**config.mk**
```make
export PLATFORM = sky130hd
export DESIGN_NAME = tone_sequencer_flat
export DESIGN_NICKNAME = d
export VERILOG_FILES = /design/src/rtl/tone_sequencer_if.sv /design/src/rtl/tone_sequencer.sv /design/src/flat_wrapper.sv
export SDC_FILE = /design/constraint.sdc
export NUM_CORES = 1
export LEC_CHECK = 0
export CORE_ASPECT_RATIO = 1.5
export CORE_MARGIN = 2
export CORE_UTILIZATION = 38
export CTS_CLUSTER_DIAMETER = 100
export DETAILED_ROUTE_END_ITERATION = 8
export SLEW_MARGIN = 0
export SYNTH_ARGS = -nofsm -noshare
export SYNTH_HDL_FRONTEND = slang
export SYNTH_SLANG_ARGS = --single-unit
```
**constraint.sdc**
```tcl
create_clock -name clk -period 6.5 [get_ports clk]
set_input_delay 0.975 -clock clk [delete_from_list [all_inputs] [get_ports clk]]
set_output_delay 0.975 -clock clk [all_outputs]
set_load 0.02 [all_outputs]
```
**src/rtl/tone_sequencer_if.sv**
```systemverilog
// Control and output bundle for one melody voice feeding the audio arbiter.
// The controller drives enable/restart/selection; the sequencer drives the tone.
interface tone_sequencer_if;
  logic       enable;
  logic       restart;
  logic [1:0] melody_sel;
  logic       sound;
  logic       busy;
  logic [2:0] note_idx;

  modport master (
    output enable,
    output restart,
    output melody_sel,
    input  sound,
    input  busy,
    input  note_idx
  );

  modport slave (
    input  enable,
    input  restart,
    input  melody_sel,
    output sound,
    output busy,
    output note_idx
  );
endinterface

```
**src/rtl/tone_sequencer.sv**
```systemverilog
// Square-wave melody generator: steps a fixed note table, one note per
// NOTE_CYCLES clocks, each note a 50% square wave of its half-period.
module tone_sequencer #(
  parameter int unsigned NOTE_CYCLES = 1562500,
  parameter int unsigned HALF_SHIFT  = 0,
  parameter int unsigned DIV_W       = 16
) (
  input  logic            clk,
  input  logic            reset,
  tone_sequencer_if.slave sq
);

  localparam int unsigned DUR_W =
    (NOTE_CYCLES > 1) ? $clog2(NOTE_CYCLES) : 1;
  localparam logic [DUR_W-1:0] DUR_LAST = DUR_W'(NOTE_CYCLES - 1);

  typedef enum logic [1:0] {
    IDLE,
    PLAY,
    DONE
  } state_t;

  function automatic logic [15:0] note_tab(
    input logic [1:0] sel,
    input logic [2:0] idx
  );
    logic [15:0] v;
    v = '0;
    case (sel)
      2'd0: begin
        case (idx)
          3'd0:    v = 16'd14205;
          3'd1:    v = 16'd11939;
          default: v = '0;
        endcase
      end
      2'd1: begin
        case (idx)
          3'd0:    v = 16'd23900;
          3'd1:    v = 16'd18968;
          3'd2:    v = 16'd15944;
          3'd3:    v = 16'd11939;
          3'd4:    v = 16'd0;
          3'd5:    v = 16'd15944;
          3'd6:    v = 16'd11939;
          default: v = 16'd11939;
        endcase
      end
      2'd2: begin
        case (idx)
          3'd0:    v = 16'd31888;
          3'd1:    v = 16'd37879;
          3'd2:    v = 16'd47710;
          default: v = '0;
        endcase
      end
      default: v = '0;
    endcase
    return v;
  endfunction

  function automatic logic [3:0] mel_len(input logic [1:0] sel);
    logic [3:0] n;
    case (sel)
      2'd0:    n = 4'd2;
      2'd1:    n = 4'd8;
      2'd2:    n = 4'd4;
      default: n = 4'd0;
    endcase
    return n;
  endfunction

  function automatic logic [DIV_W-1:0] half_period(
    input logic [1:0] sel,
    input logic [2:0] idx
  );
    return DIV_W'(note_tab(sel, idx) >> HALF_SHIFT);
  endfunction

  // Rests park the half counter at 0; it is never consulted for them.
  function automatic logic [DIV_W-1:0] half_load(
    input logic [DIV_W-1:0] hp
  );
    return (hp == '0) ? '0 : hp - 1'b1;
  endfunction

  state_t           state_q, state_d;
  logic [1:0]       sel_q, sel_d;
  logic [2:0]       idx_q, idx_d;
  logic [DUR_W-1:0] dur_q, dur_d;
  logic [DIV_W-1:0] half_q, half_d;
  logic             sound_q, sound_d;
  logic             busy_q, busy_d;

  logic             go_idle;
  logic             go_start;
  logic             go_play;
  logic             last_note;
  logic [DIV_W-1:0] hp_cur;
  logic [DIV_W-1:0] hp_nxt;
  logic [DIV_W-1:0] hp_start;
  logic [2:0]       idx_nxt;

  assign idx_nxt   = idx_q + 3'd1;
  assign hp_cur    = half_period(sel_q, idx_q);
  assign hp_nxt    = half_period(sel_q, idx_nxt);
  assign hp_start  = half_period(sq.melody_sel, 3'd0);
  assign last_note = ({1'b0, idx_q} == (mel_len(sel_q) - 4'd1));

  assign go_idle  = !sq.enable;
  assign go_start = sq.enable && (state_q == IDLE || sq.restart);
  assign go_play  = sq.enable && !sq.restart && state_q == PLAY;

  always_comb begin
    state_d = state_q;
    sel_d   = sel_q;
    idx_d   = idx_q;
    dur_d   = dur_q;
    half_d  = half_q;
    sound_d = sound_q;
    busy_d  = busy_q;
    unique case (1'b1)
      go_idle: begin
        state_d = IDLE;
        idx_d   = '0;
        dur_d   = '0;
        half_d  = '0;
        sound_d = 1'b0;
        busy_d  = 1'b0;
      end
      go_start: begin
        sel_d   = sq.melody_sel;
        idx_d   = '0;
        dur_d   = DUR_LAST;
        half_d  = half_load(hp_start);
        sound_d = 1'b0;
        if (mel_len(sq.melody_sel) == 4'd0) begin
          state_d = DONE;
          busy_d  = 1'b0;
        end else begin
          state_d = PLAY;
          busy_d  = 1'b1;
        end
      end
      go_play: begin
        if (dur_q == '0) begin
          sound_d = 1'b0;
          if (last_note) begin
            state_d = DONE;
            busy_d  = 1'b0;
          end else begin
            idx_d  = idx_nxt;
            dur_d  = DUR_LAST;
            half_d = half_load(hp_nxt);
          end
        end else begin
          dur_d = dur_q - 1'b1;
          if (hp_cur == '0) begin
            sound_d = 1'b0;
          end else if (half_q == '0) begin
            half_d  = hp_cur - 1'b1;
            sound_d = !sound_q;
          end else begin
            half_d = half_q - 1'b1;
          end
        end
      end
      default: begin
        sound_d = 1'b0;
        busy_d  = 1'b0;
      end
    endcase
  end

  always_ff @(posedge clk or posedge reset) begin
    if (reset) begin
      state_q <= IDLE;
      sel_q   <= '0;
      idx_q   <= '0;
      dur_q   <= '0;
      half_q  <= '0;
      sound_q <= 1'b0;
      busy_q  <= 1'b0;
    end else begin
      state_q <= state_d;
      sel_q   <= sel_d;
      idx_q   <= idx_d;
      dur_q   <= dur_d;
      half_q  <= half_d;
      sound_q <= sound_d;
      busy_q  <= busy_d;
    end
  end

  assign sq.sound    = sound_q;
  assign sq.busy     = busy_q;
  assign sq.note_idx = idx_q;

endmodule

```
**src/flat_wrapper.sv**
```systemverilog
// flat-port wrapper written by rule: the top's interface ports become plain ports
module tone_sequencer_flat 
#(
  parameter int unsigned NOTE_CYCLES = 1562500,
  parameter int unsigned HALF_SHIFT  = 0,
  parameter int unsigned DIV_W       = 16
)
  (clk, reset, sq_enable, sq_restart, sq_melody_sel, sq_sound, sq_busy, sq_note_idx);
  tone_sequencer_if sq_i ();
  input  logic clk;
  input  logic reset;
  input wire logic [$bits(sq_i.enable)-1:0] sq_enable;
  input wire logic [$bits(sq_i.restart)-1:0] sq_restart;
  input wire logic [$bits(sq_i.melody_sel)-1:0] sq_melody_sel;
  output wire logic [$bits(sq_i.sound)-1:0] sq_sound;
  output wire logic [$bits(sq_i.busy)-1:0] sq_busy;
  output wire logic [$bits(sq_i.note_idx)-1:0] sq_note_idx;
  assign sq_i.enable = sq_enable;
  assign sq_i.restart = sq_restart;
  assign sq_i.melody_sel = sq_melody_sel;
  assign sq_sound = sq_i.sound;
  assign sq_busy = sq_i.busy;
  assign sq_note_idx = sq_i.note_idx;
  tone_sequencer #(.NOTE_CYCLES(NOTE_CYCLES), .HALF_SHIFT(HALF_SHIFT), .DIV_W(DIV_W)) u_core (.clk(clk), .reset(reset), .sq(sq_i));
endmodule
```
==> flow_summary.yaml, run 1 <==
placement:
  dp.final_hpwl_mm: 9.36
  place.gp.congestion: 0.943
  place_worst_setup_slack_ns: 2.88
  dp.cells: 680
  numPortBuffers: 10
global_route:
  grt_use_met1: 0.270
  gr-usage-met3: 0.0231
  overflow: 0
  grt_start_max_net_pins: 47
  use_met2: 0.370
  grtUsageTotal: 0.220
  grt.busiest_layer: "met2"
  antenna_found_initial: 0
  grt_pass1_wl_mm: 20.5
  grt_pass1_vias: 4022
clock_tree:
  postCtsSetupRepairBufs: 0
  cts_buffers: 5
  cts_tree: "built"
  hold_buffers: 0
  h-tree-depth: 2
  clkSlewWorstSetupHoldPaths_ns: 0.08
  cts_resized: 0
  cts_max_path_buffers: 2
  cts_root_buf: "clkbuf_16"
  cts.sinks: 46
  clk_latency_ns: 0.30
finish:
  layout_commonest_cell: "nand2_1"
  final_cell_mix: "68 x nand2_1, 63 x nor2_1, 50 x a21oi_1, 46 x dfrtp_1, 44 x o21ai_0"
  nets: 565
  drive_gt1_frac: 0.0754
  antennaDiodeCount: 0
  areaGrowthSynthToFinish_pct: 7.07
  fin_util: 0.420
  stdcell_count: 688
sta:
  relSlewSlack: 0.144
  rsz0062_at_grt: "no"
  skew_ns: 0.0109
  layout_setup_ws_ns: 2.80
  fin_crit_sh: 0.570
  max_freq_mhz: 270
  finalSetupViolCount: 0
  hold_viol_final: 0
  worst_slew_pin_slew_ns: 1.28
  fin_crit_ns: 3.70
  fin_setup_tns_ns: 0
  slew_viol_final: 0
pwr:
  power_uw: 991
  power_density_nw_per_um2: 221
  ir_drop_mv: 0.189
  p_leak_nw: 1.87
synth:
  synth_cells: 555
  synthFlopType: "dfrtp_1"
  yosysWarnings: 0
  ys_seq_area_frac: 0.275
  synth_seq_cells: 46
  avgSynthCellArea_um2: 7.53
  synth_area_um2: 4180
  async_reset_ff_frac: 1.00
  yosysUniqueCellTypes: 77
  synth_fp_nets: 577
  synth_edf_count: 0
critical_path:
  worstSetupPathType: "flip-flop to flip-flop"
  crit_fanout: 25
  startpoint_type: "flip-flop"
  worst_setup_path_end_kind: "flip-flop"
  arrival_ns: 3.89
  critPathRequiredTime_ns: 6.69
detailed_routing:
  drt_first_iter_violations: 321
  via_count: 4242
  final_antenna_net_count: 0
  drt-total-wl_mm: 12.7
  drc: 0
  dr.pass1.iters: 6
  via_per_inst: 6.17
  wl_per_cell_um: 18.5
floorplanning:
  die_width_um: 89.6
  ios: 11
  start_util: 0.392
  coreArea_um2: 10600
  die-height_um: 132
  rows: 46
  die-area_um2: 11900
worst_hold_path:
  hp-class: "flip-flop to flip-flop"
run_status:
  outcome: "finished clean"
flow_run:
  timing.max_cap.violations: 0
-- kinds of logic after synthesis --
| kind of cell | Yosys count | synth area share |
|---|---|---|
| XOR/XNOR | 13 | 0.0308 |
| adder cells (fa/ha/maj) | 16 | 0.0479 |
| buffers and inverters | 53 | 0.0575 |
| AND/OR/NAND/NOR | 229 | 0.279 |
| AO/OA/AOI/OAI | 197 | 0.307 |
| flip-flops | 46 | 0.275 |
| multiplexers | 1 | 0.00240 |
-- metrics by stage --
step                area (um2)  hold slack [ns]
finish                    4470            0.515
global route              4470            0.547
CTS                       4470            0.518
detailed placement        4320            0.505
global placement          4320            0.503
floorplan                 4180            0.468
-- registers in the layout, summed over array words and instances, names as in the netlist --
register and cells:
u_core.dur_q 21, u_core.half_q 16, u_core.sq.note_idx 3, u_core.sel_q 2
u_core.state_q 2, u_core.sq.busy 1, u_core.sq.sound 1
-- layout make-up --
cell class,instances,area (um2)
Timing Repair Buffer,14,130
Clock inverter,3,25.0
Sequential cell,46,1150
Fill cell,1116,6170
Tap cell,144,180
Inverter,20,75.1
Multi-Input combinational cell,456,2790
Clock buffer,5,125
-- power breakdown --
group / leakage [nW] / internal [mW] / switching [mW]
registers: 0.604 / 0.319 / 0.0513
clock network: 0.0704 / 0.145 / 0.123
logic: 1.20 / 0.136 / 0.216
total: 1.87 / 0.600 / 0.391
-- path summary, 6_finish.rpt --
path,cells after the start,to,start,slack [ns]
max in group asynchronous,2,u_core.half_q[9]$_DFFE_PP0P_,reset,4.64
setup / recovery,13,u_core.half_q[4]$_DFFE_PP0P_,u_core.sq.note_idx[1]$_DFFE_PP0P_,2.80
min in group asynchronous,2,u_core.half_q[11]$_DFFE_PP0P_,reset,1.23
hold / removal,1,u_core.dur_q[19]$_DFFE_PP0P_,u_core.dur_q[19]$_DFFE_PP0P_,0.51
setup reg to reg,13,u_core.half_q[4]$_DFFE_PP0P_,u_core.sq.note_idx[1]$_DFFE_PP0P_,2.80
hold reg to reg,1,u_core.dur_q[19]$_DFFE_PP0P_,u_core.dur_q[19]$_DFFE_PP0P_,0.51
-- cells in the mapped netlist, drive strengths merged (4+ instances only) --
cell type / n / area, um2
a21oi: 53 / 277
nor3: 20 / 110
nand2: 69 / 262
o22a: 7 / 61.3
ha: 16 / 200
nand2b: 11 / 68.8
a21o: 6 / 45.0
dfrtp: 46 / 1150
o21ai: 56 / 288
or3: 7 / 48.8
o221ai: 7 / 61.3
nor4: 7 / 65.1
o31ai: 6 / 45.0
nor2b: 7 / 43.8
o21a: 4 / 30.0
a22o: 4 / 35.0
nand3: 13 / 65.1
a31oi: 16 / 100
inv: 20 / 75.1
nand4: 4 / 25.0
and2: 4 / 25.0
nor2: 64 / 243
buf: 22 / 124
clkbuf: 11 / 41.3
xnor2: 7 / 68.8
nand3b: 5 / 50.1
xor2: 6 / 60.1
and3: 4 / 25.0
or4: 4 / 37.5
-- metal layers --
layer  vias up  wire length [um]
met3        36               532
met1      2045              5060
li1       2019                 -
met5         -                 0
met2       142              6530
met4         0               567
-- worst max-delay path, cell delays in order (launching register included) --
cell      delay (ns)
dfrtp_1         0.47
inv_1           0.14
ha_1            0.76
nor2_1          0.27
nand3b_1        0.25
nand2_1         0.15
a21oi_1         0.22
ha_1            0.21
nand2_1         0.10
or3b_2          0.47
nand3_1         0.09
a31oi_1         0.14
a211oi_1        0.25
nor2_1          0.06
No activity file was read; power rests on OpenSTA's default activity.
==> inputs of run 2 (changes only) <==
==> constraint.sdc (replaced) <==
create_clock -name clk -period 3.1 [get_ports clk]
set_input_delay 0.465 -clock clk [delete_from_list [all_inputs] [get_ports clk]]
set_output_delay 0.465 -clock clk [all_outputs]
set_load 0.02 [all_outputs]
==> flow_summary.yaml, run 2 (synthesis results as in run 1) <==
critical_path:
  crit_fanout: 7
  startpoint_type: "flip-flop"
  r2r_start: "u_core.sq.note_idx[0]$_DFFE_PP0P_"
  worst_setup_path_end_kind: "flip-flop"
  arrival_ns: 3.09
  rrSetupSlack_ns: 0.18
  critPathRequiredTime_ns: 3.27
  r2r-end: "u_core.half_q[2]$_DFFE_PP0P_"
  rr_worst_depth: 13
  worstSetupPathType: "flip-flop to flip-flop"
  crit_path_start: "u_core.sq.note_idx[0]$_DFFE_PP0P_"
sta:
  finalSetupViolCount: 0
  relSlewSlack: 0.336
  hold_viol_final: 0
  fin_crit_ns: 2.92
  fin_crit_sh: 0.941
  worst_hold_slack_ns: 0.508
  rsz0062_at_grt: "yes"
  fin_setup_tns_ns: 0
  skew_ns: 0.0108
  slew_viol_final: 0
  max_freq_mhz: 343
  worst_slew_pin_slew_ns: 0.996
finish:
  antennaDiodeCount: 0
  nets: 608
  top_register: "u_core.dur_q"
  fill_cells: 1077
  multiInputGateArea_um2: 2830
  areaGrowthSynthToFinish_pct: 16.0
  layout_commonest_cell: "nand2_1"
  largest_register_ffs: 21
  seq_area_um2: 1150
  final_cell_mix: "67 x nand2_1, 63 x nor2_1, 49 x a21oi_1, 46 x buf_4, 45 x dfrtp_1"
  drive_gt1_frac: 0.164
placement:
  dp.final_hpwl_mm: 10.4
  place.gp.congestion: 0.965
  numPortBuffers: 10
worst_hold_path:
  hp-class: "flip-flop to flip-flop"
  holdCritStartpoint: "u_core.sq.busy$_DFFE_PP0P_"
  hold_end: "u_core.sq.busy$_DFFE_PP0P_"
  hold_path_depth: 2
detailed_routing:
  final_antenna_net_count: 0
  drt-total-wl_mm: 13.5
  drt_first_iter_violations: 402
  via_count: 4451
  wl_per_cell_um: 18.5
  dr.pass1.iters: 7
  via_per_inst: 6.09
  drc: 0
global_route:
  grt_pass1_wl_mm: 21.7
  grt_start_max_net_pins: 47
  grt_pass1_vias: 4313
  overflow: 0
  grtUsageTotal: 0.232
  antenna_found_initial: 0
clock_tree:
  cts_buffers: 5
  clk_latency_ns: 0.30
  clkSlewWorstSetupHoldPaths_ns: 0.07
  cts_root_buf: "clkbuf_16"
  cts_max_path_buffers: 2
  hold_buffers: 0
  cts.sinks: 46
  cts_tree: "built"
  cts_resized: 0
  h-tree-depth: 2
  postCtsSetupRepairBufs: 0
pwr:
  p_leak_nw: 2.09
  power_density_nw_per_um2: 440
  power_mw: 2.13
  ir_drop_mv: 0.446
floorplanning:
  die-height_um: 132
  die-area_um2: 11900
  ios: 11
  coreArea_um2: 10600
  die_width_um: 89.6
  start_util: 0.392
  rows: 46
run_status:
  outcome: "finished clean"
flow_run:
  timing.max_cap.violations: 0
run 2: cell count changes in the layout (fill, tap and decap cells not counted), moves of 2 or more:
cell / before / now
buf_4: 4 / 46
ha_1: 16 / 11
ha_2: 0 / 5
o21ai_0: 44 / 42
o21ai_1: 10 / 12
run 2: worst max-delay path by stage:
stage,endpoint,slack [ns],cells after the start
after floorplan,u_core.half_q[5]$_DFFE_PP0P_,0.01,12
after global placement,u_core.half_q[1]$_DFFE_PP0P_,0.13,12
after detailed placement,u_core.half_q[1]$_DFFE_PP0P_,0.09,12
after CTS,u_core.half_q[1]$_DFFE_PP0P_,0.05,12
after global routing,u_core.half_q[2]$_DFFE_PP0P_,-0.01,13
final,u_core.half_q[2]$_DFFE_PP0P_,0.18,13
run 2: area by class of cell:
type | count | share of cell area
clock buffers | 6 | 0.0266
multi-input cells | 456 | 0.584
repair buffers | 57 | 0.0960
clock inverters | 2 | 0.00284
flip-flops and latches | 46 | 0.238
well taps | 144 | 0.0372
inverters | 20 | 0.0155
run 2: critical path, stage by stage, from the launching register on:
cell and delay [ns]:
dfrtp_2 0.45, ha_1 0.25, xnor2_2 0.16, nand2_1 0.11, nor2_1 0.05, a31oi_1 0.20
a2bb2oi_2 0.19, ha_2 0.21, o221ai_1 0.15, nand3b_4 0.21, o21ba_2 0.27, a211oi_1 0.31
buf_4 0.19, a21oi_1 0.04
run 2: where the power goes:
part	leakage (nW)	switching [mW]	total [mW]	internal (mW)
Sequential	0.603	0.101	0.770	0.669
Clock	0.0708	0.239	0.539	0.300
Combinational	1.41	0.484	0.822	0.338
Total	2.09	0.824	2.13	1.31
run 2: metal layers:
metal / up-vias / wire (um) / track usage
met3: 43 / 495 / 0.0206
li1: 2092 / - / -
met5: - / 0 / 0
met4: 0 / 614 / 0.0962
met1: 2169 / 5210 / 0.275
met2: 147 / 7180 / 0.413
run 2: through the flow:
step | area (um2) | setup WS, ns | std cells | utilization
after floorplan | 4180 | 0.0106 | 555 | -
after global placement | 4660 | 0.127 | 723 | 0.438
after detailed placement | 4660 | 0.0943 | 723 | 0.438
after CTS | 4800 | 0.0541 | 731 | 0.451
after global routing | 4850 | -0.0130 | 731 | 0.455
final | 4850 | 0.183 | 731 | 0.455
==> inputs of run 3 (changes only) <==
--- a/config.mk
+++ b/config.mk
@@ -9,6 +9,7 @@
 export CORE_MARGIN = 2
 export CORE_UTILIZATION = 38
 export CTS_CLUSTER_DIAMETER = 100
+export CTS_CLUSTER_SIZE = 8
 export DETAILED_ROUTE_END_ITERATION = 8
 export SLEW_MARGIN = 0
 export SYNTH_ARGS = -nofsm -noshare
==> results of run 3 <==
Final layout, timing and power as in run 2 (identical DEF).
